`src/rtl/regfile_pkg.sv`:
```
// Shared constants and types for the 16-entry register bank and its read muxes.
package regfile_pkg;
  localparam int REG_COUNT  = 16;
  localparam int REG_ADDR_W = 4;
  localparam int FLAG_W     = 5;

  // Bit positions inside the {C, L, F, Z, N} flag word.
  localparam int FLAG_C = 4;
  localparam int FLAG_L = 3;
  localparam int FLAG_F = 2;
  localparam int FLAG_Z = 1;
  localparam int FLAG_N = 0;

  typedef logic [REG_ADDR_W-1:0] reg_addr_t;
  typedef logic [FLAG_W-1:0]     flags_t;
endpackage

```
`src/rtl/mux16to1.sv`:
```
// Sixteen-way word selector built as two levels of 4:1 muxes.
module mux16to1
  import regfile_pkg::*;
#(
  parameter int WIDTH = 16
) (
  input  logic [REG_COUNT*WIDTH-1:0] din,
  input  logic [REG_ADDR_W-1:0]      sel,
  output logic [WIDTH-1:0]           dout
);

  logic [WIDTH-1:0] word [REG_COUNT];

  for (genvar gi = 0; gi < REG_COUNT; gi++) begin : g_word
    assign word[gi] = din[gi*WIDTH +: WIDTH];
  end

  // First level picks within each group of four using the low address bits.
  for (genvar gi = 0; gi < 4; gi++) begin : g_quad
    logic [WIDTH-1:0] q;
    always_comb begin
      unique case (sel[1:0])
        2'd0: q = word[4*gi + 0];
        2'd1: q = word[4*gi + 1];
        2'd2: q = word[4*gi + 2];
        2'd3: q = word[4*gi + 3];
      endcase
    end
  end

  always_comb begin
    unique case (sel[3:2])
      2'd0: dout = g_quad[0].q;
      2'd1: dout = g_quad[1].q;
      2'd2: dout = g_quad[2].q;
      2'd3: dout = g_quad[3].q;
    endcase
  end

endmodule

```
`src/rtl/reg_bank.sv`:
```
// Sixteen general registers with two combinational read ports, optional write
// forwarding, a flags register and a running write counter.
module reg_bank
  import regfile_pkg::*;
#(
  parameter int WIDTH  = 16,
  parameter bit BYPASS = 1'b0
) (
  input  logic                  clk,
  input  logic                  reset,
  input  logic                  wr_en,
  input  logic [REG_ADDR_W-1:0] wr_addr,
  input  logic [WIDTH-1:0]      wr_data,
  input  logic [REG_ADDR_W-1:0] rd_addr_a,
  input  logic [REG_ADDR_W-1:0] rd_addr_b,
  output logic [WIDTH-1:0]      rd_data_a,
  output logic [WIDTH-1:0]      rd_data_b,
  input  logic                  flags_en,
  input  logic [FLAG_W-1:0]     flags_in,
  output logic [FLAG_W-1:0]     flags_out,
  output logic [15:0]           wr_count
);

  logic [WIDTH-1:0]           regs_q [REG_COUNT];
  logic [WIDTH-1:0]           regs_d [REG_COUNT];
  logic [REG_COUNT-1:0]       wr_sel;
  logic [REG_COUNT*WIDTH-1:0] regs_flat;
  flags_t                     flags_q;
  flags_t                     flags_d;
  logic [15:0]                wr_count_q;
  logic [15:0]                wr_count_d;
  logic [WIDTH-1:0]           mux_a;
  logic [WIDTH-1:0]           mux_b;

  always_comb begin
    for (int i = 0; i < REG_COUNT; i++) begin
      wr_sel[i] = wr_en && (wr_addr == REG_ADDR_W'(i));
      regs_d[i] = wr_sel[i] ? wr_data : regs_q[i];
    end
  end

  always_comb begin
    flags_d = flags_q;
    if (flags_en) begin
      flags_d[FLAG_C] = flags_in[FLAG_C];
      flags_d[FLAG_L] = flags_in[FLAG_L];
      flags_d[FLAG_F] = flags_in[FLAG_F];
      flags_d[FLAG_Z] = flags_in[FLAG_Z];
      flags_d[FLAG_N] = flags_in[FLAG_N];
    end
  end

  // Free-running modulo-2^16 count of accepted writes.
  always_comb begin
    wr_count_d = wr_en ? wr_count_q + 16'd1 : wr_count_q;
  end

  always_ff @(posedge clk) begin
    if (reset) begin
      for (int i = 0; i < REG_COUNT; i++) begin
        regs_q[i] <= '0;
      end
      flags_q    <= '0;
      wr_count_q <= '0;
    end else begin
      for (int i = 0; i < REG_COUNT; i++) begin
        regs_q[i] <= regs_d[i];
      end
      flags_q    <= flags_d;
      wr_count_q <= wr_count_d;
    end
  end

  for (genvar gi = 0; gi < REG_COUNT; gi++) begin : g_flat
    assign regs_flat[gi*WIDTH +: WIDTH] = regs_q[gi];
  end

  mux16to1 #(.WIDTH(WIDTH)) u_mux_a (
    .din  (regs_flat),
    .sel  (rd_addr_a),
    .dout (mux_a)
  );

  mux16to1 #(.WIDTH(WIDTH)) u_mux_b (
    .din  (regs_flat),
    .sel  (rd_addr_b),
    .dout (mux_b)
  );

  // A write presented during reset is discarded, so it is not forwarded either.
  if (BYPASS) begin : g_bypass
    logic hit_a;
    logic hit_b;
    assign hit_a     = wr_en && !reset && (wr_addr == rd_addr_a);
    assign hit_b     = wr_en && !reset && (wr_addr == rd_addr_b);
    assign rd_data_a = hit_a ? wr_data : mux_a;
    assign rd_data_b = hit_b ? wr_data : mux_b;
  end else begin : g_no_bypass
    assign rd_data_a = mux_a;
    assign rd_data_b = mux_b;
  end

  assign flags_out = flags_q;
  assign wr_count  = wr_count_q;

endmodule

```
`config.mk`:
```
export PLATFORM = sky130hd
export DESIGN_NAME = reg_bank
export DESIGN_NICKNAME = d
export VERILOG_FILES = /design/src/rtl/regfile_pkg.sv /design/src/rtl/mux16to1.sv /design/src/rtl/reg_bank.sv
export SDC_FILE = /design/constraint.sdc
export NUM_CORES = 1
export LEC_CHECK = 0
export CORE_MARGIN = 2
export CORE_UTILIZATION = 30
export DETAILED_ROUTE_END_ITERATION = 8
export GPL_TIMING_DRIVEN = 0
export PLACE_DENSITY = 0.43
export REMOVE_ABC_BUFFERS = 1
export SKIP_CTS_REPAIR_TIMING = 1
export SYNTH_ARGS = -nofsm -noshare
export SYNTH_HDL_FRONTEND = slang
export SYNTH_SLANG_ARGS = --single-unit
```
`constraint.sdc`:
```
create_clock -name clk -period 3.8 [get_ports clk]
set_input_delay 0.57 -clock clk [delete_from_list [all_inputs] [get_ports clk]]
set_output_delay 0.57 -clock clk [all_outputs]
set_load 0.05 [all_outputs]
```
==> results.cfg <==
[outcome]
status = completed

[synth]
ys_warn_count = 0
yosys-mux-area-fraction_pct = 27.36
yosys.area_share.xor_xnor_pct = 0.7021
synth_largest_area_cell = dfxtp_1
synth.lib_cells_used.distinct = 36
synthesis.area_per_instance_sq_um = 9.516
synth_top_family_by_area = multiplexers
synth_seq_area_share_pct = 40.41
simple_gate_area_share_of_the_yosys_netlist_pct = 15.77
synth_compound_area_share_pct = 11.33
synth_largest_type_area_fraction_pct = 40.41
postSynthCellCount = 1442
synth.area.top_cells = dfxtp_1, mux4_2, nand2_1
post_synth_instance_area_sq_um = 13720
synthAdderAreaFrac_pct = 0.09118
postSynthRegisterBits = 277

[die]
placementRows = 78
starting_density_of_the_core_pct = 30.30
dieArea_sq_um = 47470
design.core.area_sq_um = 45280
top_level_ports = 90
die_x_um = 217.9
die-height_um = 217.9

[global_route]
global_route.usage.met2_pct = 33.75
gr-max-usage-layer = met2
vias_in_the_first_global_route = 11060
globalRouteMet1Util_pct = 28.28
globalRouteTotalUtil_pct = 20.92
gr-usage-met3_pct = 4.086
globalRoute.totalOverflow = 0
grt_start_max_net_pins = 100
global_route_wire_length_before_repair_um = 72630
antenna_found_initial = 2

[placed_design]
total_of_buffers_placed_on_input_and_output_ports = 89
gp_congestion = 0.7390
placed_cell_area_sq_um = 15490
detailed_place_hpwl_um = 29910
placed_cells_incl_taps = 2028
place_ws_ns = -0.2866

[layout]
finalInstanceArea_sq_um = 16620
fillCellCount = 4588
fin_util_pct = 36.71
insertedDiodeCount = 0
final_net_count = 1503
areaGrowthSynthToFinish_pct = 21.14
layout-drive-gt1-share_pct = 16.69
final-instance-count-excl-fill = 2086

[setup_path]
cp_num_buf_inv = 3
worst_ep_arrival_time_ns = 3.14
worst_setup_endpoint = rd_data_b[7]
worst_r2r_endpoint = wr_count[13]
timing.critical_path.from_type = primary input
rr_startpoint = wr_count[3]
cp_data_required_time_ns = 3.23
slowest_cell_on_crit_path = clkdlybuf4s50_1
crit_family = buffers and inverters
worst-r2r-setup-slack_ns = 1.98
worstRegToRegCells = 4
critical-path-max-stage-delay_ns = 0.75
setup.worst_path.class = primary input to output pin
path_cells = buf_4, buf_16, mux4_2, a22oi_1, nand2_1, clkdlybuf4s50_1
worst_setup_path_startpoint = rd_addr_b[1]
largest_fanout_on_the_critical_path = 34
cp-end-kind = output pin
worst-path-stages = 6

[routing]
initialDrtViolationCount = 846
firstDrtPassIters = 5
routed_wirelength_um = 49430
overall_via_count_from_detail_route = 11110
number_of_nets_with_antenna_violations_after_detailed_routing = 0
post_drt_via_cell_ratio = 5.324
dr_drc_count = 0
wl_per_cell_um = 23.70

[timing]
worst_slew_margin_rel_pct = 7.141
tightestPinTransition_ns = 1.393
fmaxAchievable_mhz = 269.8
finalSetupViolCount = 0
timing.final.crit_period_ns = 3.706
finClkSkew_ns = 0.009087
setup_repair_after_global_routing_missed_its_margin = false
share_of_the_clock_period_used_by_the_worst_path_pct = 97.53
hold_violations = 0
final_critical_path_setup_slack_ns = 0.09388
max_transition_viols_final = 0

[cts]
numClockSinks = 277
cts_max_level = 2
clk_transition_reported_paths_ns = 0.05
clkLatencyLatePin_ns = 0.54
cts_tree = yes
cts_inserted_buffers = 35
cts_buffer_depth = 3
clockRootBuffer = clkbuf_16

[pwr]
peakVddDrop_v = 0.0002774
power_per_cell_area_nw_per_um2 = 414.4
post-layout-total-power_mw = 6.889
standby_leakage_power_nw = 5.533

[job]
cap_violations = 0

[hold_path]
hp-class = flip-flop to flip-flop
==> sequential cells by signal (all words and copies together), names as in the netlist <==
register and flops:
wr_count 16, regs_q 256, flags_out 5
==> how the worst min path moves through the flow <==
stage              startpoint        endpoint  slack [ns]  cells past startpoint
3_5_place_dp   regs_q[0][255]  regs_q[0][255]        0.46                      2
2_1_floorplan  regs_q[0][100]  regs_q[0][100]        0.44                      2
3_3_place_gp   regs_q[0][234]  regs_q[0][234]        0.45                      2
5_1_grt        regs_q[0][240]  regs_q[0][240]        0.48                      2
6_report       regs_q[0][255]  regs_q[0][255]        0.46                      2
4_1_cts        regs_q[0][255]  regs_q[0][255]        0.46                      2
==> area by class of cell <==
type                    count  area (sq um)  area share, %
repair buffers            122          1536          9.243
clock inverters             9         95.09         0.5720
well taps                 600         750.7          4.516
multi-input cells        1026          7674          46.16
flip-flops and latches    277          5545          33.36
clock buffers              49          1011          6.082
inverters                   3         11.26        0.06774
==> stage by stage <==
| step | TNS (ns) | hold WS [ns] |
|---|---|---|
| global route | 0 | 0.4794 |
| global placement | -1645.03 | 0.4492 |
| floorplan | 0 | 0.4369 |
| CTS | -4.473 | 0.4644 |
| finish | 0 | 0.4629 |
| detailed placement | -12.20 | 0.4567 |
==> cell usage after synthesis, drive strengths merged <==
master / instances
nor3: 11
nand3: 6
and3: 1
nor2b: 5
a31o: 1
nand4: 6
and2: 2
nand2: 359
buf: 47
or2: 3
dfxtp: 277
clkbuf: 89
mux2: 1
or3: 6
mux4: 128
inv: 3
xnor2: 7
a21oi: 179
nor2: 108
or4: 2
ha: 1
xor2: 4
nand3b: 2
nor4: 6
a22oi: 64
mux2i: 86
o21ai: 34
nand2b: 4
==> where the power goes <==
group | switching (mW) | internal (mW) | total (mW)
clock | 1.31 | 1.98 | 3.29
combinational | 0.407 | 0.220 | 0.627
sequential | 0.0295 | 2.95 | 2.97
==> tightest hold or removal path, cell delays in order (launching register included) <==
cell and delay [ns]:
dfxtp_1 0.31, nand2_1 0.05, a21oi_1 0.05
==> kinds of logic after synthesis <==
family	after synthesis
flip-flops	277
adder cells (fa/ha/maj)	1
multiplexers	215
AND/OR/NAND/NOR	521
buffers and inverters	139
XOR/XNOR	11
AO/OA/AOI/OAI	278
==> layer usage <==
layer / vias up / share of wire [%]
li1: 5173 / -
met1: 5505 / 45
met2: 353 / 46
met3: 72 / 6.3
met4: 2 / 2.5
met5: - / 0.030
==> cells in the final DEF (no fill, tap or decap), drive strengths merged, types with 2 or more instances in the layout <==
cell | netlist | final
nor3 | 11 | 11
xor2 | 4 | 4
nand2 | 359 | 359
inv | 3 | 3
clkdlybuf4s50 | 0 | 84
clkinv | 0 | 7
or3 | 6 | 6
nand3 | 6 | 6
buf | 47 | 38
nand4 | 6 | 6
a21oi | 179 | 179
nor2b | 5 | 5
nor4 | 6 | 6
nor2 | 108 | 108
mux2i | 86 | 86
nand3b | 2 | 2
or2 | 3 | 3
clkbuf | 89 | 49
a22oi | 64 | 64
o21ai | 34 | 34
bufinv | 0 | 2
or4 | 2 | 2
mux4 | 128 | 128
and2 | 2 | 2
dfxtp | 277 | 277
xnor2 | 7 | 7
nand2b | 4 | 4
Note: power is estimated with default switching activity, not from simulation.
